File: config.mk
export PLATFORM = sky130hd
export DESIGN_NAME = mux_n_to_1_pipe
export DESIGN_NICKNAME = d
export VERILOG_FILES = /design/src/rtl/otter_mux_pkg.sv /design/src/rtl/mux_n_to_1_pipe_skid.sv /design/src/rtl/mux_n_to_1_pipe.sv
export SDC_FILE = /design/constraint.sdc
export NUM_CORES = 1
export LEC_CHECK = 0
export CAP_MARGIN = 20
export CORE_MARGIN = 2
export CORE_UTILIZATION = 39
export DETAILED_ROUTE_END_ITERATION = 8
export GPL_ROUTABILITY_DRIVEN = 0
export GPL_TIMING_DRIVEN = 0
export PLACE_DENSITY = 0.76
export SLEW_MARGIN = 20
export SYNTH_ARGS = -nofsm -noshare
export SYNTH_HDL_FRONTEND = slang
export SYNTH_SLANG_ARGS = --single-unit
export TNS_END_PERCENT = 100
File: constraint.sdc
create_clock -name CLK -period 2.1 [get_ports CLK]
set_input_delay 0.315 -clock CLK [delete_from_list [all_inputs] [get_ports CLK]]
set_output_delay 0.315 -clock CLK [all_outputs]
set_load 0.005 [all_outputs]
File: src/rtl/otter_mux_pkg.sv
// Shared types and helpers for the pipelined N-to-1 select mux.
//   mux_state_t   : occupancy state of the 2-entry output buffer
//   sel_in_range  : 1 when a select index addresses a real input
//   MAX_N_IN      : largest supported number of inputs
package otter_mux_pkg;

  localparam int MAX_N_IN = 16;

  typedef enum logic [1:0] {MX_EMPTY, MX_ONE, MX_FULL} mux_state_t;

  function automatic logic sel_in_range(input int unsigned sel, input int unsigned n);
    return sel < n;
  endfunction

endpackage

File: src/rtl/mux_n_to_1_pipe_skid.sv
// skid_buf_2: 2-entry valid/ready buffer (main register + skid register).
//   clk_i, rst_i      : clock, asynchronous active-high reset
//   data_i/valid_i    : upstream word and valid
//   ready_o           : registered; low only while both entries are occupied
//   data_o/valid_o    : main register contents and its valid
//   ready_i           : downstream accepts data_o this cycle
module skid_buf_2
  import otter_mux_pkg::*;
#(
  parameter int WIDTH = 32
) (
  input  logic             clk_i,
  input  logic             rst_i,
  input  logic [WIDTH-1:0] data_i,
  input  logic             valid_i,
  output logic             ready_o,
  output logic [WIDTH-1:0] data_o,
  output logic             valid_o,
  input  logic             ready_i
);

  mux_state_t       state_q, state_d;
  logic [WIDTH-1:0] main_q, main_d;
  logic [WIDTH-1:0] skid_q, skid_d;
  logic             ready_q, ready_d;
  logic             accept, drain;

  assign valid_o = (state_q != MX_EMPTY);
  assign data_o  = main_q;
  assign ready_o = ready_q;

  assign accept = valid_i & ready_q;
  assign drain  = valid_o & ready_i;

  always_comb begin
    state_d = state_q;
    main_d  = main_q;
    skid_d  = skid_q;
    unique case (state_q)
      MX_EMPTY: begin
        if (accept) begin
          main_d  = data_i;
          state_d = MX_ONE;
        end
      end
      MX_ONE: begin
        if (accept && drain) begin
          main_d = data_i;
        end else if (accept) begin
          skid_d  = data_i;
          state_d = MX_FULL;
        end else if (drain) begin
          state_d = MX_EMPTY;
        end
      end
      MX_FULL: begin
        if (drain) begin
          main_d  = skid_q;
          state_d = MX_ONE;
        end
      end
      default: state_d = MX_EMPTY;
    endcase
    // Ready is decoded from the next state and registered, so it never
    // depends combinationally on ready_i; it stays low through reset and
    // rises on the first edge after release.
    ready_d = (state_d != MX_FULL);
  end

  always_ff @(posedge clk_i or posedge rst_i) begin
    if (rst_i) begin
      state_q <= MX_EMPTY;
      main_q  <= '0;
      skid_q  <= '0;
      ready_q <= 1'b0;
    end else begin
      state_q <= state_d;
      main_q  <= main_d;
      skid_q  <= skid_d;
      ready_q <= ready_d;
    end
  end

endmodule

File: src/rtl/mux_n_to_1_pipe.sv
// mux_n_to_1_pipe: N_IN-input, WIDTH-bit selector with a registered,
// back-pressurable output and a sticky out-of-range-select flag.
//   CLK, RST            : clock, asynchronous active-high reset
//   in_data             : packed inputs, input k = in_data[k*WIDTH +: WIDTH]
//   sel                 : input index, sampled with in_data on accept
//   in_valid/in_ready   : upstream handshake
//   out_data/out_valid  : registered selected word
//   out_ready           : downstream handshake
//   sel_err             : sticky, set by accepting an out-of-range sel
//   clr_err             : synchronous clear of sel_err (set wins)
module mux_n_to_1_pipe
  import otter_mux_pkg::*;
#(
  parameter  int WIDTH = 32,
  parameter  int N_IN  = 5,
  localparam int SEL_W = $clog2(N_IN)
) (
  input  logic                  CLK,
  input  logic                  RST,
  input  logic [N_IN*WIDTH-1:0] in_data,
  input  logic [SEL_W-1:0]      sel,
  input  logic                  in_valid,
  output logic                  in_ready,
  output logic [WIDTH-1:0]      out_data,
  output logic                  out_valid,
  input  logic                  out_ready,
  output logic                  sel_err,
  input  logic                  clr_err
);

  if (N_IN < 2 || N_IN > MAX_N_IN) begin : g_bad_n_in
    $error("mux_n_to_1_pipe: N_IN must be in 2..%0d", MAX_N_IN);
  end

  logic             in_range;
  logic             accept;
  logic [WIDTH-1:0] word;
  logic             sel_err_q, sel_err_d;

  assign in_range = sel_in_range(32'(sel), 32'(N_IN));
  assign accept   = in_valid & in_ready;

  // Out-of-range selects fall back to input 0.
  always_comb begin
    word = in_data[0 +: WIDTH];
    for (int unsigned k = 1; k < N_IN; k++) begin
      if (in_range && sel == SEL_W'(k)) word = in_data[k*WIDTH +: WIDTH];
    end
  end

  // Set term is gated by accept so an undriven sel while idle cannot leak in.
  assign sel_err_d = (accept & ~in_range) | (sel_err_q & ~clr_err);

  always_ff @(posedge CLK or posedge RST) begin
    if (RST) sel_err_q <= 1'b0;
    else     sel_err_q <= sel_err_d;
  end

  assign sel_err = sel_err_q;

  skid_buf_2 #(.WIDTH(WIDTH)) u_skid (
    .clk_i   (CLK),
    .rst_i   (RST),
    .data_i  (word),
    .valid_i (in_valid),
    .ready_o (in_ready),
    .data_o  (out_data),
    .valid_o (out_valid),
    .ready_i (out_ready)
  );

endmodule

==> impl_metrics.tcl, run 1 <==
set metrics [dict create \
    async_reset_ff_share_pct 100.0 \
    period_minus_slack_ns 2.014 \
    synth.distinct_cells 33 \
    drt_iter0_drc 362 \
    fin_crit_sh_pct 95.93 \
    clk_pin_slew_ns 0.06 \
    status "complete, no violations" \
    synth_flop_cell "dfrtp_1" \
    end_kind "flip-flop" \
    avgSynthCellArea_sq_um 9.163 \
    maxSlewHeadroom_pct 49.62 \
    port_buffers 200 \
    power_leakage_nw 3.223 \
    ant_nets 0 \
    gr-total-overflow 0 \
    dr_total_vias 4997 \
    cp_num_buf_inv 4 \
    layout-drive-gt1-share_pct 11.02 \
    power_density_nw_per_um2 910.5 \
    rsz0062_at_grt "no" \
    wl_per_cell_microns 19.62 \
    syn-num-nets 678 \
    synth_top_cells_by_area "dfrtp_1, a21o_1, a22o_1" \
    synth_top_area_share_pct 36.41 \
    setup_violations 0 \
    critPathMaxStageDelay_ns 0.52 \
    layout_common_cells "clkdlybuf4s50_1, dfrtp_1, nand2_1" \
    die_w_microns 113.5 \
    coreArea_sq_um 11560 \
    critical_path_arrival_ns 2.23 \
    drt_first_pass_iters 5 \
    ys_seq_elements 68 \
    dp.final_hpwl_microns 12700 \
    clock_path_buffers 2 \
    fin_ws_ns 0.08556 \
    final_core_util_pct 62.14 \
    critPathKind "in -> reg" \
    required_ns 2.32 \
    worst_pin_slew_ns 0.7529 \
    synth-edff-count 0 \
    start_util_pct 40.41 \
    final_common_cell "clkdlybuf4s50_1" \
    cpMaxStageDelayCell "clkdlybuf4s50_1" \
    wl_microns 17050 \
    netlist_instances 510 \
    nets 890 \
    viasPerCell 5.750 \
    crit_fanout 10 \
    drcViolationCount 0 \
    fillers 1019 \
    dp.cells 854 \
    yosys_warnings 0 \
    finalClockSkew_ns 0.005998 \
    clock_latency_ns 0.33 \
    slew_viol_final 0 \
    syn-cell-area_sq_um 4673 \
    drv_cap 0 \
    post_cts_buffers 0 \
    seq_area_frac_synth_pct 36.41 \
    cts_hold_buf 0 \
    tritoncts "built" \
    worstSetupStartpointType "primary input" \
    ir_worst_vdd_v 0.0004162 \
    syn2layout_area_growth_pct 53.79 \
    crit_family "buffers and inverters" \
    synth_top_area_cell "dfrtp_1" \
    antenna_found_initial 0 \
    finalNonFillerCells 869 \
    ctsRootBufferMaster "clkbuf_16" \
    diodes 0 \
    grt_max_degree 37 \
    htreeDepth 3 \
    cts_buffers 9 \
    final_hold_viol_count 0 \
    place_ws_ns -0.5356 \
    grt_pass1_vias 5238 \
    dieArea_sq_um 12870 \
    max_freq_mhz 496.4 \
    cts_sinks 68 \
    crit_chain "clkdlybuf4s50_1, buf_4, clkinv_2, clkbuf_4, maj3_2, a31o_1, a22o_1" \
    globalRouteTotalUtil_pct 26.46 \
    ioPinCount 203 \
    num_rows 39 \
    min_path_type "in -> async" \
    die_h_microns 113.5 \
    grt_pass1_wl_microns 26760 \
]
## metrics by stage
step           total power, W  area, sq um  hold WS (ns)  TNS, ns
4_1_cts              0.006558         7173        0.3682        0
5_1_grt              0.006904         7187        0.3888        0
6_report             0.006544         7187        0.3691        0
3_5_place_dp         0.005045         6877        0.4804   -26.89
2_1_floorplan        0.003623         4673        0.3781        0
3_3_place_gp         0.004954         6854        0.4751  -107.74
## worst register-to-register path: cells and delay by family (launching register included)
family / cells / cell delay (ns)
simple gates: 3 / 0.62
compound gates: 1 / 0.19
flops: 1 / 0.45
buf+inv: 3 / 0.66
## sequential cells by signal, indices dropped and copies added, names as in the netlist
register and count:
u_skid.state_q 2, sel_err 1, u_skid.ready_o 1, u_skid.skid_q 32, u_skid.data_o 32
## metal layers
layer | routed length [microns] | vias up | GRT usage [%]
met2 | 8464 | 250 | 46.23
met5 | 0 | - | 0
li1 | - | 2328 | -
met1 | 7066 | 2395 | 33.38
met3 | 1234 | 24 | 4.516
met4 | 285 | 0 | 8.618
## worst paths after layout
kind | startpoint | endpoint | slack, ns | cells after the start
min in group CLK | u_skid.skid_q[0] | u_skid.skid_q[0] | 0.49 | 1
min reg2reg | u_skid.skid_q[0] | u_skid.skid_q[0] | 0.49 | 1
max reg2reg | u_skid.state_q[1] | u_skid.data_o[27] | 0.11 | 7
max in group asynchronous | RST | u_skid.data_o[27] | 1.18 | 3
min | RST | u_skid.data_o[13] | 0.37 | 2
max | sel[2] | u_skid.data_o[8] | 0.09 | 7
## cell usage after synthesis (9+ instances only)
| master | n |
|---|---|
| a21o_1 | 57 |
| a22o_1 | 32 |
| a31o_1 | 20 |
| a31oi_1 | 24 |
| buf_2 | 17 |
| clkbuf_1 | 23 |
| dfrtp_1 | 68 |
| inv_1 | 10 |
| maj3_1 | 12 |
| maj3_2 | 20 |
| mux2i_1 | 25 |
| nand2_1 | 58 |
| nand3_1 | 24 |
| nor2_1 | 27 |
| o211ai_1 | 16 |
| o32ai_1 | 9 |
| or3_1 | 24 |
## kinds of logic (layout without fill, tap and decap cells)
logic type	Yosys count	count (layout)	synth area share (%)
buf+inv	59	275	5.917
flops	68	68	36.41
simple gates	145	145	14.24
fa+ha+maj	32	32	7.390
compound gates	173	173	28.76
mux	33	33	7.283
## area by class of cell
class	instances	area [sq um]	share of cell area, %
Multi-Input combinational cell	383	2700	37.57
Timing Repair Buffer	201	2022	28.13
Sequential cell	68	1702	23.68
Buffer	48	254.0	3.534
Clock buffer	13	250.2	3.482
Tap cell	143	178.9	2.490
Inverter	11	45.04	0.6267
Clock inverter	2	35.03	0.4875
## power breakdown
| part | internal (W) | switching, W | total, W |
|---|---|---|---|
| Clock | 0.000944 | 0.000546 | 0.00149 |
| Sequential | 0.00193 | 0.000389 | 0.00232 |
| Combinational | 0.00165 | 0.00108 | 0.00273 |
## timing repair
| item | in CTS | in global routing |
|---|---|---|
| endpoints found under the setup margin | 54 | 34 |
| cloned | 0 | 0 |
| endpoints found under the hold margin | 0 | 0 |
| resized for setup | 6 | 12 |
No activity file was read; power rests on OpenSTA's default activity.
==> run 2: changes to the inputs <==
--- a/config.mk
+++ b/config.mk
@@ -11,6 +11,7 @@
 export DETAILED_ROUTE_END_ITERATION = 8
 export GPL_ROUTABILITY_DRIVEN = 0
 export GPL_TIMING_DRIVEN = 0
+export HOLD_SLACK_MARGIN = 0.06
 export PLACE_DENSITY = 0.76
 export SLEW_MARGIN = 20
 export SYNTH_ARGS = -nofsm -noshare
==> results of run 2 <==
The final DEF is identical to that of run 1; final timing and power are the same.
